$ cat config.mk
export PLATFORM = sky130hd
export DESIGN_NAME = mdu_sequencer
export DESIGN_NICKNAME = d
export VERILOG_FILES = /design/src/rtl/mdu_sequencer.sv
export SDC_FILE = /design/constraint.sdc
export NUM_CORES = 1
export LEC_CHECK = 0
export ABC_CLOCK_PERIOD_IN_PS = 1500
export CORE_MARGIN = 10
export CORE_UTILIZATION = 40
export CTS_CLUSTER_SIZE = 24
export DETAILED_ROUTE_END_ITERATION = 6
export GPL_TIMING_DRIVEN = 0
export PLACE_DENSITY = 0.84
export SYNTH_ARGS = -nofsm -noshare
export SYNTH_HDL_FRONTEND = slang
export SYNTH_SLANG_ARGS = --single-unit
export TNS_END_PERCENT = 30
$ cat constraint.sdc
create_clock -name clock -period 1.5 [get_ports clock]
set_input_delay 0.15 -clock clock [delete_from_list [all_inputs] [get_ports clock]]
set_output_delay 0.15 -clock clock [all_outputs]
set_load 0.05 [all_outputs]
$ cat src/rtl/mdu_sequencer.sv
// ---------------------------------------------------------------------------
// mdu_sequencer
//
// Sequences the shared multi-cycle multiply/divide unit from the execute
// stage. An R-type mul/div sitting in DX gets a one-cycle start pulse, the
// pipeline is held until the MDU answers (or a watchdog fires), and the
// result is then written through a dedicated one-cycle register-file port.
// Exceptions and timeouts write a status code to r30 instead (setx/bex
// convention).
//
// Parameters:
//   TIMEOUT   max WAIT cycles before a forced exception (2..255)
//   MUL_CODE  status written to r30 on mul exception/timeout
//   DIV_CODE  status written to r30 on div exception/timeout
//
// Ports:
//   clock, reset           clock; synchronous active-high reset
//   dx_valid/op/aluop/rd   instruction currently held in the DX latch
//   mdu_rdy/exc/result     MDU completion pulse, exception flag, result
//   ctrl_mult, ctrl_div    one-cycle MDU start strobes
//   stall                  freeze PC/FD/DX, bubble into XM
//   dx_kill                DX instruction advances as a nop
//   wb_we/rd/data          MDU-path register-file write port
//   busy                   sequencer not idle
// ---------------------------------------------------------------------------
module mdu_sequencer #(
  parameter int unsigned TIMEOUT  = 64,
  parameter int unsigned MUL_CODE = 4,
  parameter int unsigned DIV_CODE = 5
) (
  input  logic        clock,
  input  logic        reset,
  input  logic        dx_valid,
  input  logic [4:0]  dx_op,
  input  logic [4:0]  dx_aluop,
  input  logic [4:0]  dx_rd,
  input  logic        mdu_rdy,
  input  logic        mdu_exc,
  input  logic [31:0] mdu_result,
  output logic        ctrl_mult,
  output logic        ctrl_div,
  output logic        stall,
  output logic        dx_kill,
  output logic        wb_we,
  output logic [4:0]  wb_rd,
  output logic [31:0] wb_data,
  output logic        busy
);

  typedef enum logic [1:0] {
    IDLE  = 2'd0,
    WAIT  = 2'd1,
    WRITE = 2'd2
  } state_t;

  localparam logic [4:0]  OP_RTYPE  = 5'b00000;
  localparam logic [4:0]  ALU_MUL   = 5'b00110;
  localparam logic [4:0]  ALU_DIV   = 5'b00111;
  localparam logic [4:0]  STATUS_RD = 5'd30;
  localparam logic [7:0]  WAIT_LAST = 8'(TIMEOUT - 1);
  localparam logic [31:0] MUL_STAT  = 32'(MUL_CODE);
  localparam logic [31:0] DIV_STAT  = 32'(DIV_CODE);

  state_t      state, state_next;
  logic [7:0]  wait_cnt;
  logic        kind;      // 0 = mul, 1 = div
  logic [4:0]  rd_q;
  logic [31:0] res_q;
  logic        exc_q;

  logic is_mul, is_div, issue;

  assign is_mul = (dx_aluop == ALU_MUL);
  assign is_div = (dx_aluop == ALU_DIV);
  // Reset suppresses the combinational issue path so every output stays low
  // while reset is held, even with a valid mul/div parked in DX.
  assign issue  = dx_valid && (dx_op == OP_RTYPE) && (is_mul || is_div) && !reset;

  // NOTE: every output and next-state is given a default before the case so
  // no path leaves a signal unassigned, which would infer a latch.
  always_comb begin
    state_next = state;
    ctrl_mult  = 1'b0;
    ctrl_div   = 1'b0;
    stall      = 1'b0;
    dx_kill    = 1'b0;
    wb_we      = 1'b0;
    wb_rd      = 5'd0;
    wb_data    = 32'd0;
    busy       = 1'b0;

    case (state)
      IDLE: begin
        if (issue) begin
          stall      = 1'b1;
          ctrl_mult  = is_mul;
          ctrl_div   = is_div;
          state_next = WAIT;
        end
      end

      WAIT: begin
        stall = 1'b1;
        busy  = 1'b1;
        // A ready pulse takes priority over the watchdog in the same cycle.
        if (mdu_rdy || (wait_cnt == WAIT_LAST)) begin
          state_next = WRITE;
        end
      end

      WRITE: begin
        // DX still holds the mul/div; killing it here prevents a reissue.
        busy       = 1'b1;
        dx_kill    = 1'b1;
        state_next = IDLE;
        if (exc_q) begin
          wb_we   = 1'b1;
          wb_rd   = STATUS_RD;
          wb_data = kind ? DIV_STAT : MUL_STAT;
        end else begin
          wb_we   = (rd_q != 5'd0);
          wb_rd   = rd_q;
          wb_data = res_q;
        end
      end

      default: state_next = IDLE;
    endcase
  end

  // NOTE: sequential state uses non-blocking assignments so all registers
  // update together from pre-edge values, independent of statement order.
  always_ff @(posedge clock) begin
    if (reset) begin
      // NOTE: every register is reset, including the result/rd holding
      // registers, so a pending MDU result can never leak into a later write.
      state    <= IDLE;
      wait_cnt <= 8'd0;
      kind     <= 1'b0;
      rd_q     <= 5'd0;
      res_q    <= 32'd0;
      exc_q    <= 1'b0;
    end else begin
      state <= state_next;
      case (state)
        IDLE: begin
          if (issue) begin
            kind     <= is_div;
            rd_q     <= dx_rd;
            wait_cnt <= 8'd0;
            res_q    <= 32'd0;
            exc_q    <= 1'b0;
          end
        end
        WAIT: begin
          wait_cnt <= wait_cnt + 8'd1;
          if (mdu_rdy) begin
            res_q <= mdu_result;
            exc_q <= mdu_exc;
          end else if (wait_cnt == WAIT_LAST) begin
            exc_q <= 1'b1;
          end
        end
        default: ;
      endcase
    end
  end

endmodule
# After elaboration in Yosys (flattened, before gate mapping)
# Cells that the tools add are included.
dict set report op_classes {
  n_addsub 1
  n_eq_ne 9
  muxes 27
  reduce_logical 16
}
# op n
set ops {}
lappend ops {{$mux W32} 4}
lappend ops {{$pmux W32 S2} 1}
lappend ops {{$pmux W8 S2} 1}
lappend ops {{$mux W1} 13}
lappend ops {{$eq A5 B3 Y1 const B} 2}
lappend ops {{$mux W5} 2}
lappend ops {{$add A8 B1 Y8 const B} 1}
lappend ops {{$eq A8 B6 Y1 const B} 1}
lappend ops {{$mux W8} 1}
lappend ops {{$ne A2 B2 Y1 const B} 3}
lappend ops {{$reduce_and A2 Y1} 3}
lappend ops {{$reduce_and A3 Y1} 2}
lappend ops {{$logic_not A5 Y1} 1}
lappend ops {{$reduce_bool A5 Y1} 1}
lappend ops {{$mux W2} 2}
lappend ops {{$pmux W1 S2} 2}
lappend ops {{$pmux W2 S2} 1}
lappend ops {{$logic_and A1 B1 Y1} 3}
lappend ops {{$ne A3 B3 Y1 const B} 1}
lappend ops {{$eq A2 B1 Y1 const B} 1}
lappend ops {{$eq A2 B2 Y1 const B} 1}
lappend ops {{$logic_not A2 Y1} 1}
lappend ops {{$logic_or A1 B1 Y1} 2}
lappend ops {{$reduce_bool A2 Y1} 1}
lappend ops {{2 further kinds} 2}
dict set report word_totals {
  regBits 49
  inputBits 52
  out_inout_bits 43
  wordCells 59
}

# Longest topological paths before layout
dict set report depth {
  word_depth 6
  ltp_mapped 8
  ltp_nobuf 6
}

# Worst setup path before layout
# OpenSTA, ideal clock, no wires.
dict set report synth_path {
  path_type {reg2out}
  start {reg state[0]}
  end {out wb_data[10]}
  arrival_time_ns 1.889
  required_ns 1.350
  setup_slack_ns -0.539
  path_stages_with_launch 6
  path_buffers 1
  cell_sequence {dfxtp_1 -> inv_1 -> ha_1 -> nor2b_1 -> clkbuf_1 -> and2_1}
}
dict set report synth_via {
  elab_chain_len 2
}
# item line_no
set synth_rtl {}
lappend synth_rtl {{start, declared} 64} ;# state_t state, state_next;
lappend synth_rtl {{start signal, assigned} 144} ;# state <= state_next;
lappend synth_rtl {{$eq A2 B2 Y1} 92} ;# case (state)
lappend synth_rtl {{$mux W32} 92}
lappend synth_rtl {{end, declared} 46} ;# output logic [31:0] wb_data,
# Every way passes these cells.

# Worst setup path in the final report
dict set report layout_path {
  start {reg rd_q[2]}
  end {out wb_we}
}
dict set report layout_via {
  elab_chain_len 3
}
# item line_no
set layout_rtl {}
lappend layout_rtl {{start, declared} 67} ;# logic [4:0] rd_q;
lappend layout_rtl {{start signal, assigned} 149} ;# rd_q <= dx_rd;
lappend layout_rtl {{$reduce_bool A5 Y1} 121} ;# wb_we = (rd_q != 5'd0);
lappend layout_rtl {{$mux W1} 116} ;# if (exc_q) begin
lappend layout_rtl {{$mux W1} 92}
lappend layout_rtl {{end, declared} 44} ;# output logic wb_we,
# Every way passes these cells.

==> impl_results.md <==
- Outcome: finished with violations
- Failing checks: negative setup slack
- Ratio of cells with drive above 1 in the final layout: 36.7%
- Number of vias per cell: 5.66
- Port Buffers: 92
- WL/cell: 18.3 microns
- Max-slew violation count: 0
- Antenna Nets Post-Route: 0
- Die W: 98.4 microns
- Crit Path Category: reg2out
- Worst setup margin: -234 ps
- Clk_skew: 8.88 ps
- Antenna diodes: 0
- CTS tree: built
- Max_cap viols: 0
- Clock Tree Buf Depth: 2
- Fmax achieved: 0.577 GHz
- Post-CTS Hold Buffers: 0
- Post-synthesis async set-or-reset flop share: 0%
- Num CTS Buffers: 5
- Synth Area per Inst: 8.06 sq um
- CTS sink cnt: 49
- Number of global-route vias before repair: 2991
- Final net count: 480
- Synth top area cells: dfxtp_1 (40%), a21oi_1 (9.8%), nand4_1 (8.4%)
- Synthesized Nets: 361
- DP Wirelength: 5990 microns
- Hold Path Class: in2reg
- DIE AREA: 9680 sq um
- Num ports: 95
- Routed wl met3: 622 microns
- Leak Pwr: 1.59 nW
- Final setup viols: 80
- Initial Util: 41.3%
- Worst VDD drop: 491 uV
- DRC viols: 0
- Number of synthesized flops with an enable pin: 0
- Leading cell types in the layout, fill and taps excluded: a21oi_1 (45), dfxtp_1 (45), clkdlybuf4s50_1 (44)
- Seq cells post-synth: 49
- Data required time of the critical path: 1350 ps
- CP arrival: 1580 ps
- Final Hold Vio Count: 0
- Clk root buf: clkbuf_8
- Netlist cell types: 42
- Area growth from synthesis to layout: 77.3%
- Remaining global-route overflow: 0
- Rows: 28
- Critical Path Source Type: flop
- Mapped Cells: 305
- FILL cells: 440
- Final Cycle Share: 116%
- Vias: 2831
- Clock transition at the registers of the reported paths: 90 ps
- Die H: 98.4 microns
- Final GP Congestion: 0.827
- Mapped Area: 2460 sq um
- Core area: 5960 sq um
- Max Fanout on Critical Path: 3
- Worst rel slew slack: 61.5%
- Initial antenna violation count: 0
- H-tree levels: 2
- Yosys warnings: 0
- Dpl cells: 472
- Non-filler cells, final: 500
- DR top layer: met4
- Total Routing Usage GR: 17.5%
- DRT Pass-1 Iters: 4
- Unrepaired setup endpoints after global routing: true
- Dpl ws: -1220 ps
- Area share of the largest cell type after synthesis: 39.9%
- Synth area leader: dfxtp_1
- Starting DRT DRC Count: 138
- Crit end category: output pin
- Worst-margin pin slew: 577 ps
- Met2 routed WL: 4480 microns
- Cell Pwr Density: 628 nW/um^2
- First-pass GRT wire length: 14400 microns
- M1 WL: 3920 microns
- Clk_lat worst skew: 310 ps
- Tmin final: 1730 ps
- Synth Flop Type: dfxtp_1
- Seq/Total Area, Yosys: 39.9%
- Drt total wl: 9130 microns
- Pin count of the biggest net entering global routing: 16
==> synth_stat cells (5+ instances only) <==
cell type,n
dfxtp_1,49
a21oi_1,48
nand4_1,33
and2_1,31
clkbuf_1,23
o21ai_0,22
o21ai_1,15
nand2_1,11
nand3_1,10
inv_1,6
buf_2,5
o21a_1,5
==> worst paths after layout <==
check            from       end  depth (start not counted)  slack (ps)
max           rd_q[2]     wb_we                          3        -230
min             reset  state[0]                          2          50
max reg2reg  state[0]  res_q[4]                          8        -200
min reg2reg   rd_q[2]   rd_q[2]                          2         460
==> worst max-delay path, cell delays in order (launching register included) <==
cell	delay, ps
dfxtp_2	340
or4_1	520
o31a_1	270
buf_6	160
==> cells by family after synthesis <==
family          share of synthesized area, %
compound gates                          24.1
xor+xnor                               0.356
fa+ha+maj                               2.04
buf+inv                                 6.21
flops                                   39.9
mux                                    0.814
simple gates                            26.6
==> sequential cells by signal (all words and copies together) (netlist names) <==
signal,flops
exc_q,1
kind,1
rd_q,5
res_q,32
state,2
wait_cnt,8
==> routing by layer <==
metal  GRT usage [%]  vias to the layer above
met5               0                        -
met2            29.5                      101
met3            5.43                        8
met1            20.7                     1369
li1                -                     1353
met4            5.29                        0
==> repair_timing <==
action	CTS	global route
pin swaps	32	16
setup endpoints to repair	92	83
endpoints found under the hold margin	0	0
setup buffers	11	6
cloned	3	1
gates resized for setup	387	43
==> final cells by class <==
class                   instances  area, sq um  area share, %
repair buffers                113         1290           29.6
clock buffers                   6         82.6           1.89
multi-input cells             220         1580           36.1
clock inverters                 2         37.5          0.861
plain buffers                  29          267           6.11
flip-flops and latches         49          988           22.7
inverters                       6         25.0          0.574
well taps                      75         93.8           2.15
==> where the power goes <==
group | total, mW | switching [mW] | internal, mW
Sequential | 1.30 | 0.00207 | 1.30
Clock | 1.01 | 0.464 | 0.543
Combinational | 0.429 | 0.204 | 0.225
==> stage by stage <==
step / instance area, sq um / power, mW / hold slack [ps] / TNS, ps / util [%]
final: 4360 / 2.74 / 47.0 / -12540 / 73.2
after global routing: 4360 / 2.80 / 55.8 / -17230 / 73.2
after CTS: 4170 / 2.70 / 51.8 / -11500 / 70.0
after detailed placement: 3590 / 1.66 / 383 / -53740 / 60.3
after global placement: 3590 / 1.66 / 383 / -50240 / 60.3
after floorplan: 2570 / 1.47 / 302 / -971 / -
Note: power is estimated with default switching activity, not from simulation.
